[src/rtl/conv2d_mem_ctrl_pkg.sv]
// Shared types and constants for the conv2d memory-side burst controller.
package conv2d_mem_ctrl_pkg;

    typedef enum logic [1:0] {
        ST_IDLE  = 2'd0,
        ST_READ  = 2'd1,
        ST_WRITE = 2'd2,
        ST_WRESP = 2'd3
    } state_e;

    localparam int unsigned MEM_RD_LAT = 1;
    // Return buffer must absorb every beat that can be in flight behind a stalled consumer.
    localparam int unsigned SKID_DEPTH = MEM_RD_LAT + 1;
    localparam int unsigned SKID_CNT_W = $clog2(SKID_DEPTH + 1);
    localparam int unsigned LEN_W      = 32;

endpackage

[src/rtl/conv2d_mem_ctrl_skid_buf.sv]
// Two-entry valid/ready buffer on the SRAM read-return path; head entry drives the output.
module conv2d_mem_ctrl_skid_buf
    import conv2d_mem_ctrl_pkg::*;
#(
    parameter int unsigned DWIDTH = 32
) (
    input  logic                  clk_i,
    input  logic                  rst_i,
    input  logic                  in_valid_i,
    input  logic [DWIDTH-1:0]     in_data_i,
    output logic [DWIDTH-1:0]     out_data_o,
    output logic                  out_valid_o,
    input  logic                  out_ready_i,
    output logic [SKID_CNT_W-1:0] count_o
);

    logic [DWIDTH-1:0]     data0_q, data0_d;
    logic [DWIDTH-1:0]     data1_q, data1_d;
    logic [SKID_CNT_W-1:0] count_q, count_d;
    logic                  pop;

    assign out_valid_o = (count_q != '0);
    assign out_data_o  = data0_q;
    assign count_o     = count_q;
    assign pop         = out_valid_o & out_ready_i;

    // Shift on pop, then place a pushed word in the first free slot.
    always_comb begin
        data0_d = data0_q;
        data1_d = data1_q;
        if (pop) begin
            data0_d = data1_q;
        end
        if (in_valid_i) begin
            if ((count_q == SKID_CNT_W'(0)) || ((count_q == SKID_CNT_W'(1)) && pop)) begin
                data0_d = in_data_i;
            end else begin
                data1_d = in_data_i;
            end
        end
        count_d = count_q + SKID_CNT_W'(in_valid_i) - SKID_CNT_W'(pop);
    end

    always_ff @(posedge clk_i or posedge rst_i) begin
        if (rst_i) begin
            data0_q <= '0;
            data1_q <= '0;
            count_q <= '0;
        end else begin
            data0_q <= data0_d;
            data1_q <= data1_d;
            count_q <= count_d;
        end
    end

endmodule

[src/rtl/conv2d_mem_ctrl.sv]
// Memory-side burst endpoint: arbitrates read/write burst requests onto a single-port
// synchronous SRAM, streams read beats through a skid buffer and returns write responses.
module conv2d_mem_ctrl
    import conv2d_mem_ctrl_pkg::*;
#(
    parameter int unsigned AWIDTH     = 32,
    parameter int unsigned DWIDTH     = 32,
    parameter int unsigned MEM_AWIDTH = 14
) (
    input  logic                  clk_i,
    input  logic                  rst_i,
    input  logic [AWIDTH-1:0]     req_read_addr_i,
    input  logic                  req_read_addr_valid_i,
    output logic                  req_read_addr_ready_o,
    input  logic [LEN_W-1:0]      req_read_len_i,
    output logic [DWIDTH-1:0]     rdata_o,
    output logic                  rdata_valid_o,
    input  logic                  rdata_ready_i,
    input  logic [AWIDTH-1:0]     req_write_addr_i,
    input  logic                  req_write_addr_valid_i,
    output logic                  req_write_addr_ready_o,
    input  logic [LEN_W-1:0]      req_write_len_i,
    input  logic [DWIDTH-1:0]     req_write_data_i,
    input  logic                  req_write_data_valid_i,
    output logic                  req_write_data_ready_o,
    output logic                  resp_write_status_o,
    output logic                  resp_write_status_valid_o,
    input  logic                  resp_write_status_ready_i,
    output logic                  mem_en_o,
    output logic                  mem_we_o,
    output logic [MEM_AWIDTH-1:0] mem_addr_o,
    output logic [DWIDTH-1:0]     mem_din_o,
    input  logic [DWIDTH-1:0]     mem_dout_i
);

    state_e                state_q, state_d;
    logic [MEM_AWIDTH-1:0] base_q, base_d;
    logic [LEN_W-1:0]      len_q, len_d;
    logic [LEN_W-1:0]      issued_q, issued_d;
    logic [LEN_W-1:0]      done_q, done_d;
    logic                  last_read_q, last_read_d;
    logic                  inflight_q, issue;
    logic                  run_q;
    logic                  rd_pop;
    logic [SKID_CNT_W-1:0] skid_cnt;
    logic [2:0]            occ;
    logic                  unused_addr_bits;

    assign unused_addr_bits = ^{req_read_addr_i[AWIDTH-1:MEM_AWIDTH+2], req_read_addr_i[1:0],
                                req_write_addr_i[AWIDTH-1:MEM_AWIDTH+2], req_write_addr_i[1:0]};

    assign resp_write_status_o = 1'b1;
    assign rd_pop              = rdata_valid_o & rdata_ready_i;
    // A beat leaving the buffer this cycle frees a slot for a same-cycle issue (zero bubble).
    assign occ                 = 3'(skid_cnt) + 3'(inflight_q) - 3'(rd_pop);

    conv2d_mem_ctrl_skid_buf #(.DWIDTH(DWIDTH)) u_skid (
        .clk_i       (clk_i),
        .rst_i       (rst_i),
        .in_valid_i  (inflight_q),
        .in_data_i   (mem_dout_i),
        .out_data_o  (rdata_o),
        .out_valid_o (rdata_valid_o),
        .out_ready_i (rdata_ready_i),
        .count_o     (skid_cnt)
    );

    always_comb begin
        state_d                   = state_q;
        base_d                    = base_q;
        len_d                     = len_q;
        issued_d                  = issued_q;
        done_d                    = done_q;
        last_read_d               = last_read_q;
        issue                     = 1'b0;
        req_read_addr_ready_o     = 1'b0;
        req_write_addr_ready_o    = 1'b0;
        req_write_data_ready_o    = 1'b0;
        resp_write_status_valid_o = 1'b0;
        mem_en_o                  = 1'b0;
        mem_we_o                  = 1'b0;
        mem_addr_o                = base_q + issued_q[MEM_AWIDTH-1:0];
        mem_din_o                 = req_write_data_i;

        case (state_q)
            ST_IDLE: begin
                if (run_q) begin
                    // Round-robin only matters on contention: the side served last yields.
                    req_read_addr_ready_o  = ~(req_write_addr_valid_i & last_read_q);
                    req_write_addr_ready_o = ~(req_read_addr_valid_i & ~last_read_q);
                    if (req_read_addr_valid_i && req_read_addr_ready_o) begin
                        base_d      = req_read_addr_i[MEM_AWIDTH+1:2];
                        len_d       = req_read_len_i;
                        done_d      = '0;
                        last_read_d = 1'b1;
                        state_d     = ST_READ;
                        // First SRAM read goes out on the fire cycle to hit the 2-cycle first beat.
                        issue       = (req_read_len_i != '0);
                        mem_addr_o  = req_read_addr_i[MEM_AWIDTH+1:2];
                        issued_d    = LEN_W'(issue);
                    end else if (req_write_addr_valid_i && req_write_addr_ready_o) begin
                        base_d      = req_write_addr_i[MEM_AWIDTH+1:2];
                        len_d       = req_write_len_i;
                        issued_d    = '0;
                        last_read_d = 1'b0;
                        state_d     = (req_write_len_i == '0) ? ST_WRESP : ST_WRITE;
                    end
                end
            end
            ST_READ: begin
                if ((issued_q < len_q) && (occ < 3'(SKID_DEPTH))) begin
                    issue    = 1'b1;
                    issued_d = issued_q + LEN_W'(1);
                end
                if (rd_pop) begin
                    done_d = done_q + LEN_W'(1);
                end
                if ((done_q + LEN_W'(rd_pop)) == len_q) begin
                    state_d = ST_IDLE;
                end
            end
            ST_WRITE: begin
                req_write_data_ready_o = 1'b1;
                if (req_write_data_valid_i) begin
                    mem_we_o = 1'b1;
                    mem_en_o = 1'b1;
                    issued_d = issued_q + LEN_W'(1);
                    if ((issued_q + LEN_W'(1)) == len_q) begin
                        state_d = ST_WRESP;
                    end
                end
            end
            ST_WRESP: begin
                resp_write_status_valid_o = 1'b1;
                if (resp_write_status_ready_i) begin
                    state_d = ST_IDLE;
                end
            end
            default: state_d = ST_IDLE;
        endcase

        if (issue) begin
            mem_en_o = 1'b1;
        end
    end

    always_ff @(posedge clk_i or posedge rst_i) begin
        if (rst_i) begin
            state_q     <= ST_IDLE;
            base_q      <= '0;
            len_q       <= '0;
            issued_q    <= '0;
            done_q      <= '0;
            last_read_q <= 1'b0;
            inflight_q  <= 1'b0;
            run_q       <= 1'b0;
        end else begin
            state_q     <= state_d;
            base_q      <= base_d;
            len_q       <= len_d;
            issued_q    <= issued_d;
            done_q      <= done_d;
            last_read_q <= last_read_d;
            inflight_q  <= issue;
            run_q       <= 1'b1;
        end
    end

endmodule

[config.mk]
export PLATFORM = sky130hd
export DESIGN_NAME = conv2d_mem_ctrl
export DESIGN_NICKNAME = d
export VERILOG_FILES = /design/src/rtl/conv2d_mem_ctrl_pkg.sv /design/src/rtl/conv2d_mem_ctrl_skid_buf.sv /design/src/rtl/conv2d_mem_ctrl.sv
export SDC_FILE = /design/constraint.sdc
export NUM_CORES = 1
export LEC_CHECK = 0
export BUFFER_PORTS_ARGS = -buffer_cell sky130_fd_sc_hd__buf_2
export CORE_MARGIN = 8
export CORE_UTILIZATION = 45
export DETAILED_ROUTE_END_ITERATION = 10
export GPL_TIMING_DRIVEN = 1
export HOLD_SLACK_MARGIN = 0.02
export PLACE_DENSITY = 0.68
export SETUP_SLACK_MARGIN = 0.2
export SYNTH_ARGS = -nofsm -noshare
export SYNTH_HDL_FRONTEND = slang
export SYNTH_SLANG_ARGS = --single-unit
[constraint.sdc]
create_clock -name clk_i -period 16.18 [get_ports clk_i]
set_input_delay 3.236 -clock clk_i [delete_from_list [all_inputs] [get_ports clk_i]]
set_output_delay 3.236 -clock clk_i [all_outputs]
set_load 0.1 [all_outputs]
==> flow_summary.toml <==
[run_status]
status = "finished clean"

[cts]
tritoncts = "done"
cts_buffer_depth = 2
insertion_delay_ns = 0.45
ctsResizeCount = 0
h-tree-depth = 4
cts-root-buf = "clkbuf_16"
ctsHoldBuffers = 0
post_cts_buffers = 0
path_clk_slew_ns = 0.08
cts.sinks = 181
cts_buffers = 17

[yosys]
synth.cell_area_um2 = 12800
yosysSeqAreaShare_pct = 35.5
synth_top_area_cell = "dfrtp_1"
avgSynthCellArea_um2 = 8.96
synth-seq-cells = 181
ys_types = 95
yosysMostFrequentCell = "dfrtp_1"
postSynth.asyncResetShare_pct = 100
synth.area.top_cells = "dfrtp_1 (36%), mux2i_1 (6.7%), ha_1 (5.5%), xnor2_1 (5.0%), o21ai_0 (4.6%)"
synth-edff-count = 0
synth_top_area_share_pct = 35.5
synthCells = 1424
yosys_warnings = 0
synthTopCellsByCount = "dfrtp_1 (181), nand2_1 (140), o21ai_0 (116)"
yosys_most_used_dff = "dfrtp_1"

[die]
start_util_pct = 45.8
core_area_um2 = 27900
die_x_um = 184
dieHeight_um = 184
design.die.area_um2 = 34000
io_pins = 285
num_rows = 61

[run]
maxCapViolCount = 0

[global_route]
grt_max_degree = 70
grtUsageMet3_pct = 5.65
grt_pass1_wl_um = 58500
grt_pass1_vias = 11000
track_usage_pct = 21.4
busiest_layer = "met2"
gr-usage-met2_pct = 34.0
overflow = 0
use_met1_pct = 27.5
antenna_found_initial = 2

[worst_setup_path]
end_kind = "output port"
cp_max_fo = 3
critPathLaunchType = "input port"
critPathArrivalTime_ns = 6.30
criticalPathCategory = "input port to output port"
critPathRequiredTime_ns = 12.94

[power]
clockPowerShare_pct = 15.9
vdd_drop_max_v = 0.000143
switching_share_pct = 54.3
total_leakage_power_nw = 6.60
power_frac_seq_pct = 28.3
p_int_mw = 1.24
p_per_area_nw_per_um2 = 190
power_switching_mw = 1.47
comb_power_share_pct = 55.8

[placed_design]
place.gp.congestion = 0.978
place_ws_ns = 6.64
dp.cells = 1884
place.detailed.hpwl_um = 27000
port-buffer-count = 183

[timing]
finalWorstSetupSlack_ns = 6.65
finalHoldViolCount = 0
tightest_slew_ns = 1.12
skew_ns = 0.0184
finalSetupViolCount = 0
post-route-period-util_pct = 58.9
fin_crit_ns = 9.53
fmax_ghz = 0.105
tns_ns = 0
maxSlewViolCount = 0
slew_headroom_pct = 25.4
rsz0062_at_grt = "false"

[route]
remaining_drc_errors = 0
num_vias = 11000
vias_per_cell = 5.75
drt_iter0_markers = 744
ant_nets = 0
drt-total-wl_um = 36100
routedWlPerCell_um = 18.8
firstDrtPassIters = 7

[final_layout]
layout.cells.non_filler = 1917
multiInputGateArea_um2 = 7390
drive_above_1_share_pct = 19.6
n_fill_cell = 2630
final-seq-area_um2 = 4530
syn_to_final_growth_pct = 11.8
nets = 1782

[hold_path]
hp-class = "flop to flop"
logic make-up (layout without fill, tap and decap cells):
family	count (synthesis)	count (layout)	share of synthesized area (%)
simple gates	465	465	19.0
compound gates	303	303	15.0
flops	181	181	35.5
other cells	1	3	0.0294
fa+ha+maj	59	59	5.89
buf+inv	177	290	6.75
mux	120	120	9.78
xor+xnor	118	118	8.10
layer usage:
| metal | vias to the layer above | wire length (µm) |
|---|---|---|
| li1 | 5258 | - |
| met1 | 5291 | 15400 |
| met2 | 403 | 16900 |
| met3 | 72 | 2790 |
| met4 | 2 | 1070 |
| met5 | - | 13 |
per-stage QoR:
step,area [µm²],hold slack (ns),power (mW),util (%)
floorplan,12800,0.456,1.97,-
global placement,13600,0.473,2.25,49.0
detailed placement,13600,0.480,2.28,49.0
CTS,14300,0.500,2.72,51.2
global route,14300,0.519,2.87,51.2
finish,14300,0.495,2.71,51.2
power by group through the flow:
stage	sequential, mW	combinational (mW)	clock (mW)
2_1_floorplan	0.993	0.978	0
3_3_place_gp	0.762	1.49	0
3_5_place_dp	0.770	1.51	0
4_1_cts	0.762	1.51	0.443
5_1_grt	0.786	1.63	0.459
6_report	0.766	1.51	0.432
cells in the final DEF (no fill, tap or decap), types with 3 or more instances in the layout:
master | synthesis | final
buf_2 | 20 | 183
dfrtp_1 | 181 | 181
nand2_1 | 140 | 139
o21ai_0 | 116 | 116
nor2_1 | 92 | 92
mux2i_1 | 86 | 86
xnor2_1 | 73 | 73
inv_1 | 60 | 59
ha_1 | 56 | 56
a21oi_1 | 50 | 50
xor2_1 | 45 | 45
nand4_1 | 42 | 42
nand3_1 | 40 | 40
o31ai_1 | 36 | 36
mux2_2 | 33 | 33
nor3_1 | 28 | 28
nor4_1 | 24 | 24
a31oi_1 | 18 | 18
clkbuf_16 | 0 | 17
and3_1 | 14 | 14
a21o_1 | 14 | 14
buf_4 | 39 | 13
or3_1 | 12 | 12
nor2b_1 | 9 | 9
and2_1 | 9 | 9
nand2b_1 | 8 | 8
o211ai_1 | 7 | 7
o21a_1 | 6 | 6
clkinv_8 | 0 | 6
a31o_2 | 5 | 5
inv_6 | 0 | 5
o41ai_1 | 5 | 5
and4_1 | 4 | 4
nor4_2 | 4 | 4
a211o_1 | 4 | 4
o22ai_1 | 3 | 3
or2_2 | 3 | 3
o311ai_0 | 3 | 3
critical path: stages:
cell and delay (ns):
buf_2 0.12, nand2_2 0.06, inv_1 0.06, ha_1 0.27, inv_1 0.05, ha_1 0.13, inv_1 0.05, fa_1 0.39
xor2_1 0.16, a2111o_1 0.39, a21oi_1 0.12, o211ai_1 0.14, o32ai_1 0.50, or2_2 0.20, buf_2 0.42
state kept, by name, summed over array words and instances, names as in the netlist:
signal	count
inflight_q	1
base_q	14
u_skid.data1_q	32
state_q	2
done_q	32
u_skid.count_o	2
issued_q	32
run_q	1
last_read_q	1
len_q	32
u_skid.out_data_o	32
final timing paths:
check	start	endpoint	slack [ns]	cells after the start
worst max-delay path	rdata_ready_i	mem_en_o	6.65	15
worst min-delay path	base_q[7]	base_q[7]	0.50	2
worst max register to register	u_skid.count_o[1]	issued_q[29]	10.99	15
worst min register to register	base_q[7]	base_q[7]	0.50	2
max in group asynchronous	rst_i	len_q[13]	11.36	4
min in group asynchronous	rst_i	u_skid.out_data_o[4]	2.84	2
area by class of cell:
| cell class | count | area share, % |
|---|---|---|
| antenna | 1 | 0.0175 |
| clock buffer | 17 | 2.98 |
| clock inverter | 15 | 1.35 |
| inverter | 62 | 1.67 |
| multi-input combinational | 1067 | 51.8 |
| sequential | 181 | 31.8 |
| tap | 378 | 3.32 |
| timing repair buffer | 196 | 7.10 |
No activity file was read; power rests on OpenSTA's default activity.
